<file path="config.mk">
export PLATFORM = sky130hd
export DESIGN_NAME = spi_cfg_sequencer
export DESIGN_NICKNAME = d
export VERILOG_FILES = /design/src/rtl/spi_cfg_sequencer.sv
export SDC_FILE = /design/constraint.sdc
export NUM_CORES = 1
export LEC_CHECK = 0
export CAP_MARGIN = 20
export CELL_PAD_IN_SITES_DETAIL_PLACEMENT = 0
export CELL_PAD_IN_SITES_GLOBAL_PLACEMENT = 1
export CORE_UTILIZATION = 30
export CTS_CLUSTER_SIZE = 8
export DETAILED_ROUTE_END_ITERATION = 16
export PLACE_DENSITY_LB_ADDON = 0.08
export SYNTH_ARGS = -nofsm -noshare
export SYNTH_HDL_FRONTEND = slang
export SYNTH_SLANG_ARGS = --single-unit
export TNS_END_PERCENT = 5
</file>
<file path="constraint.sdc">
create_clock -name clk -period 2.4 [get_ports clk]
set_input_delay 0.36 -clock clk [delete_from_list [all_inputs] [get_ports clk]]
set_output_delay 0.36 -clock clk [all_outputs]
set_load 0.03 [all_outputs]
</file>
<file path="src/rtl/spi_cfg_sequencer.sv">
// Configuration sequencer for the shared ADC1/PLL SPI engine: walks a table or
// forwards a single host write, pacing transfers by counting cycles.
module spi_cfg_sequencer #(
  parameter int NUM_WORDS    = 16,
  parameter int ADDR_W       = 6,
  parameter int XFER_CYCLES  = 24,
  parameter int GAP_CYCLES   = 4,
  parameter int DELAY_CYCLES = 1024
) (
  input  logic              clk,
  input  logic              rst,
  input  logic              start,
  output logic [ADDR_W-1:0] tbl_addr,
  input  logic [25:0]       tbl_data,
  input  logic              wr_req,
  input  logic              wr_target,
  input  logic [23:0]       wr_data,
  output logic              wr_ack,
  output logic              send_adc,
  output logic              send_pll,
  output logic [23:0]       data_adc,
  output logic [23:0]       data_pll,
  output logic              busy,
  output logic              done
);

  localparam int CNT_W = $clog2(XFER_CYCLES + GAP_CYCLES + DELAY_CYCLES + 1);
  localparam logic [CNT_W-1:0]  XFER_LEN  = CNT_W'(XFER_CYCLES);
  localparam logic [CNT_W-1:0]  GAP_LEN   = CNT_W'(GAP_CYCLES);
  localparam logic [CNT_W-1:0]  DELAY_LEN = CNT_W'(GAP_CYCLES + DELAY_CYCLES);
  localparam logic [ADDR_W-1:0] LAST_IDX  = ADDR_W'(NUM_WORDS - 1);

  typedef enum logic [2:0] {
    S_IDLE, S_FETCH, S_LOAD, S_ISSUE, S_XFER, S_GAP
  } state_t;

  state_t            r_state;
  state_t            w_state_nxt;
  logic [ADDR_W-1:0] r_index;
  logic [CNT_W-1:0]  r_cnt;
  logic [CNT_W-1:0]  w_cnt_inc;
  logic [CNT_W-1:0]  w_gap_len;
  logic              r_target;
  logic              r_flag;
  logic              r_manual;
  logic              r_done;
  logic [23:0]       r_data_adc;
  logic [23:0]       r_data_pll;
  logic              w_start_acc;
  logic              w_wr_acc;
  logic              w_cnt_last;
  logic              w_seq_end;

  assign w_cnt_inc = r_cnt + 1'b1;
  assign w_gap_len = r_flag ? DELAY_LEN : GAP_LEN;

  always_ff @(posedge clk) begin
    if (rst) r_state <= S_IDLE;
    else     r_state <= w_state_nxt;
  end

  // Counter expiry compares the incremented count so a zero length still
  // spends exactly one cycle in the state instead of wrapping.
  always_comb begin
    w_state_nxt = r_state;
    w_start_acc = 1'b0;
    w_wr_acc    = 1'b0;
    w_cnt_last  = 1'b0;
    w_seq_end   = 1'b0;
    unique case (r_state)
      S_IDLE: begin
        if (start) begin
          w_start_acc = 1'b1;
          w_state_nxt = S_FETCH;
        end else if (wr_req) begin
          w_wr_acc    = 1'b1;
          w_state_nxt = S_ISSUE;
        end
      end
      S_FETCH: w_state_nxt = S_LOAD;
      S_LOAD:  w_state_nxt = S_ISSUE;
      S_ISSUE: w_state_nxt = S_XFER;
      S_XFER: begin
        if (w_cnt_inc >= XFER_LEN) begin
          w_cnt_last  = 1'b1;
          w_state_nxt = S_GAP;
        end
      end
      S_GAP: begin
        if (w_cnt_inc >= w_gap_len) begin
          w_cnt_last = 1'b1;
          if (r_manual) begin
            w_state_nxt = S_IDLE;
          end else if (r_index == LAST_IDX) begin
            w_seq_end   = 1'b1;
            w_state_nxt = S_IDLE;
          end else begin
            w_state_nxt = S_FETCH;
          end
        end
      end
      default: w_state_nxt = S_IDLE;
    endcase
  end

  // Payloads land in the per-target data registers on entry to ISSUE, so the
  // data is already stable during the one-cycle send pulse.
  always_ff @(posedge clk) begin
    if (rst) begin
      r_index    <= '0;
      r_cnt      <= '0;
      r_target   <= 1'b0;
      r_flag     <= 1'b0;
      r_manual   <= 1'b0;
      r_done     <= 1'b0;
      r_data_adc <= '0;
      r_data_pll <= '0;
    end else begin
      if (r_state == S_XFER || r_state == S_GAP)
        r_cnt <= w_cnt_last ? '0 : w_cnt_inc;
      else
        r_cnt <= '0;

      if (w_start_acc) begin
        r_index  <= '0;
        r_done   <= 1'b0;
        r_manual <= 1'b0;
      end else if (r_state == S_GAP && w_cnt_last && !r_manual && !w_seq_end) begin
        r_index <= r_index + 1'b1;
      end

      if (w_seq_end) r_done <= 1'b1;

      if (w_wr_acc) begin
        r_manual <= 1'b1;
        r_target <= wr_target;
        r_flag   <= 1'b0;
        if (wr_target) r_data_pll <= wr_data;
        else           r_data_adc <= wr_data;
      end else if (r_state == S_LOAD) begin
        r_target <= tbl_data[25];
        r_flag   <= tbl_data[24];
        if (tbl_data[25]) r_data_pll <= tbl_data[23:0];
        else              r_data_adc <= tbl_data[23:0];
      end
    end
  end

  assign tbl_addr = r_index;
  assign wr_ack   = w_wr_acc;
  assign send_adc = (r_state == S_ISSUE) && !r_target;
  assign send_pll = (r_state == S_ISSUE) &&  r_target;
  assign data_adc = r_data_adc;
  assign data_pll = r_data_pll;
  assign busy     = (r_state != S_IDLE);
  assign done     = r_done;

endmodule

</file>
==> impl_summary.txt <==
----------------------------------------------------
[Critical path]
  Crit Path Class ... register to register
  Crit. Startpoint ... r_cnt[0]
  Slowest stage delay, CP ... 390 ps
  Worst path arrival time ... 2680 ps
  FF-to-FF Start ... r_cnt[0]
  Critical path's top delay family ... simple AND/OR/NAND/NOR gates
  Worst Setup EP ... tbl_addr[4]
  Cell with the largest stage delay on the worst path ... sky130_fd_sc_hd__or4_1
  Highest net fanout along the worst path ... 5
  Count of cells along the worst register-to-register path ... 11
  Worst EP required ... 2680 ps
  Combined buffer and inverter count along the critical path ... 2
  Setup crit start kind ... register
  Cell occurring most often along the worst timing path ... sky130_fd_sc_hd__ha_4
  Worst R2R End ... tbl_addr[4]
  Cell breakdown of the critical path ... ha_4 > and3_4 > nand4_1 > xor2_1 > inv_1 > ha_4 > nor2_4 > nand3b_1 > buf_6 > or4_1 > a21boi_1
  Critical path endpoint category ... register
  Instance count on the critical path ... 11
  Worst-case register-to-register setup slack ... -1 ps

[Synthesis]
  Library cell with the largest summed area after synthesis ... sky130_fd_sc_hd__dfxtp_1
  Most used DFF post-synth ... sky130_fd_sc_hd__dfxtp_1
  Yosys warning count ... 0
  Proportion of synthesized chip area in sequential cells ... 0.433
  Largest cells by area after synthesis ... sky130_fd_sc_hd__dfxtp_1 43%, sky130_fd_sc_hd__a211oi_1 11%, sky130_fd_sc_hd__mux2i_1 8.1%
  Cell types with the highest counts after synthesis ... 72 x sky130_fd_sc_hd__dfxtp_1, 58 x sky130_fd_sc_hd__nor2_1, 48 x sky130_fd_sc_hd__a211oi_1
  Post-Synthesis Mean Instance Area ... 9.51 um^2
  Synth top area share ... 0.433
  Async SR Flop Fraction ... 0
  Number of synthesized register bits ... 72
  Number of enable-type register cells in the synthesized netlist ... 0
  Net count after synthesis ... 408
  Total standard cell area after synthesis ... 3330 um^2
  Cell with the most instances after synthesis ... sky130_fd_sc_hd__dfxtp_1
  Count of different cell masters after synthesis ... 54
  Count of mapped cells out of synthesis ... 350

[Power and ir drop]
  Pleak ... 1.70 nW
  Fraction of power consumed by combinational cells ... 0.286
  Switching Power ... 1.08 mW
  Internal power ... 2.41 mW
  Power, Total ... 3.49 mW
  Clock group share of total power ... 0.314
  Power share of the sequential group ... 0.399
  Net switching share of the total power ... 0.308
  Pwr/cell area ... 693 nW/um^2
  Worst vdd rail ir drop ... 0.000264 V

[Outcome]
  Failing checks ... negative setup slack
  Outcome ... complete, but fails checks

[Final layout]
  Post-route insts no fill ... 621
  Post-route cell area ... 5030 um^2
  Net count reported at finish ... 534
  Core occupancy in the finished layout ... 0.464
  Area growth, synth to finish ... 51.2%
  Count of antenna diodes in the layout ... 0
  Total of fill cells in the finished design ... 1082
  Multi-input combinational cell area ... 1750 um^2
  Share of cells above drive strength 1 ... 0.168
  Seq. cell area ... 1450 um^2

[STA]
  RSZ-0062 raised after global routing ... true
  Maximum clock skew at final layout ... 13.7 ps
  Max Slew Vio Count ... 0
  Fraction of the cycle the final worst path needs ... 1.00
  Final Hold Slack ... 432 ps
  Maximum achievable frequency ... 416 MHz
  # setup viols final ... 1
  Total Neg Setup Slack ... -1.25 ps
  Transition time at the pin with the least slew margin ... 579 ps
  Final setup slack of the worst path ... -1.25 ps
  Relative slew slack ... 0.614
  Minimum clock period ... 2400 ps
  Final hold violations ... 0

[Floorplanning]
  Die extent in y ... 107 um
  Area of the die ... 11500 um^2
  Effective utilization at floorplan ... 0.307
  Die boundary width ... 107 um
  Placeable core region ... 10800 um^2
  Placement Rows ... 38
  Count of pins on the block boundary ... 114

[Clocking]
  Clock sink count ... 72
  Root buffer cell ... sky130_fd_sc_hd__clkbuf_8
  Clock-pin slew on the worst setup and hold paths ... 80 ps
  H-tree levels ... 3
  Hold_buf cts ... 0
  Largest buffer count on any clock path ... 2
  Worst-Skew Late Latency ... 340 ps
  TritonCTS buffer count ... 9
  CTS tree ... built

[Drt]
  Final antenna-violating net count ... 0
  TritonRoute pass-1 iters ... 4
  Residual DRC count ... 0
  Number of DRC violations after detailed-routing iteration 0 ... 106
  Mean routed wirelength per cell ... 13.9 um
  Routed WL ... 8.60 mm
  Count of vias placed by the detailed router ... 2969
  Post-detailed-route via-to-cell ratio ... 4.78

[Placement]
  HPWL Detailed ... 6.04 mm
  Port Buffer Count ... 113
  Routability congestion estimate ... 0.744
  Inst Count DP ... 598
  Placed cell areas ... 4700 um^2
  Setup WS pre-CTS ... -4.27 ps

[Global route]
  Initial antenna violation count ... 0
  Leftover overflow at the end of global routing ... 0
  Number of global-route vias before repair ... 2870
  Largest net degree at the start of global routing ... 56
  Global routing usage summed across all routing layers ... 0.156
  First-pass GRT wire length ... 14.0 mm

[Hold path]
  Startpoint of the lowest-slack hold path ... rst
  Path class of the lowest-slack min-delay path ... input port to register

[Run]
  Max-cap violation count ... 0

----------------------------------------------------
==> cells in the final DEF, fill, tap and decap left out, types with 2 or more instances in the layout <==
master	synthesis	layout
sky130_fd_sc_hd__nand3_1	3	3
sky130_fd_sc_hd__nor4_1	3	2
sky130_fd_sc_hd__bufinv_16	0	2
sky130_fd_sc_hd__nand4_1	2	2
sky130_fd_sc_hd__nor3_2	1	2
sky130_fd_sc_hd__buf_6	7	2
sky130_fd_sc_hd__buf_12	0	3
sky130_fd_sc_hd__nand2b_1	5	5
sky130_fd_sc_hd__nor4_2	8	9
sky130_fd_sc_hd__clkdlybuf4s50_1	0	111
sky130_fd_sc_hd__a311oi_1	2	2
sky130_fd_sc_hd__xnor2_1	6	6
sky130_fd_sc_hd__nand2_1	12	12
sky130_fd_sc_hd__o21ai_0	6	6
sky130_fd_sc_hd__o31ai_1	2	2
sky130_fd_sc_hd__inv_1	7	7
sky130_fd_sc_hd__buf_4	0	27
sky130_fd_sc_hd__and2_1	2	2
sky130_fd_sc_hd__a21boi_1	0	2
sky130_fd_sc_hd__clkbuf_8	0	11
sky130_fd_sc_hd__nand3b_1	4	4
sky130_fd_sc_hd__nor3b_1	3	2
sky130_fd_sc_hd__nor2_1	58	57
sky130_fd_sc_hd__nor3b_2	1	2
sky130_fd_sc_hd__mux2i_1	27	27
sky130_fd_sc_hd__dfxtp_4	0	2
sky130_fd_sc_hd__or4_1	2	2
sky130_fd_sc_hd__and3_1	4	3
sky130_fd_sc_hd__dfxtp_1	72	69
sky130_fd_sc_hd__ha_4	0	2
sky130_fd_sc_hd__a211oi_1	48	48
sky130_fd_sc_hd__a21oi_1	4	4
sky130_fd_sc_hd__nor3_1	3	2
sky130_fd_sc_hd__a31oi_1	3	3
sky130_fd_sc_hd__xor2_1	4	4
==> area by class of cell <==
type                       count  share of cell area
multi-input combinational    241               0.347
sequential                    72               0.288
timing repair buffer         144               0.278
tap                          140              0.0348
clock buffer                  12              0.0308
clock inverter                 4              0.0152
inverter                       8             0.00597
==> state kept, by name (all words and copies together), names as in the netlist <==
register / flops
r_state: 3
data_pll: 24
r_target: 1
r_manual: 1
r_cnt: 11
data_adc: 24
r_flag: 1
tbl_addr: 6
done: 1
==> tightest hold or removal path, cell delays in order <==
cell and delay (ps):
sky130_fd_sc_hd__buf_2 90, sky130_fd_sc_hd__a21oi_1 60, sky130_fd_sc_hd__or4b_1 150, sky130_fd_sc_hd__o21ai_0 60
==> power groups by stage <==
stage | combinational (mW) | sequential (mW) | clock, mW
floorplan | 0.371 | 1.62 | 0
global placement | 1.00 | 1.41 | 0
detailed placement | 1.00 | 1.42 | 0
CTS | 1.01 | 1.39 | 1.14
global route | 1.08 | 1.41 | 1.19
finish | 0.998 | 1.39 | 1.10
==> what timing repair did <==
action,in CTS,in global routing
pin swaps,1,4
endpoints found under the setup margin,2,8
resized for setup,1,11
setup buffers,3,4
==> cells by family after synthesis <==
| family | synth area share |
|---|---|
| mux | 0.0812 |
| simple gates | 0.201 |
| flops | 0.433 |
| fa+ha+maj | 0.0113 |
| buf+inv | 0.0631 |
| compound gates | 0.184 |
| xor+xnor | 0.0263 |
==> metal layers <==
layer  GRT usage  vias up  share of wire
met5           0        -              0
met4      0.0509        0          0.015
met3      0.0581        9          0.072
met2       0.250       71           0.46
met1       0.192     1352           0.45
li1            -     1537              -
==> worst min path at each step <==
stage                  end  cells after the start  slack, ps
2_1_floorplan     r_manual                      2        440
3_3_place_gp          done                      2        440
3_5_place_dp          done                      2        450
4_1_cts        tbl_addr[0]                      4        410
5_1_grt        tbl_addr[0]                      4        440
6_report       tbl_addr[0]                      4        430
Power figures use the tool's default switching activity.
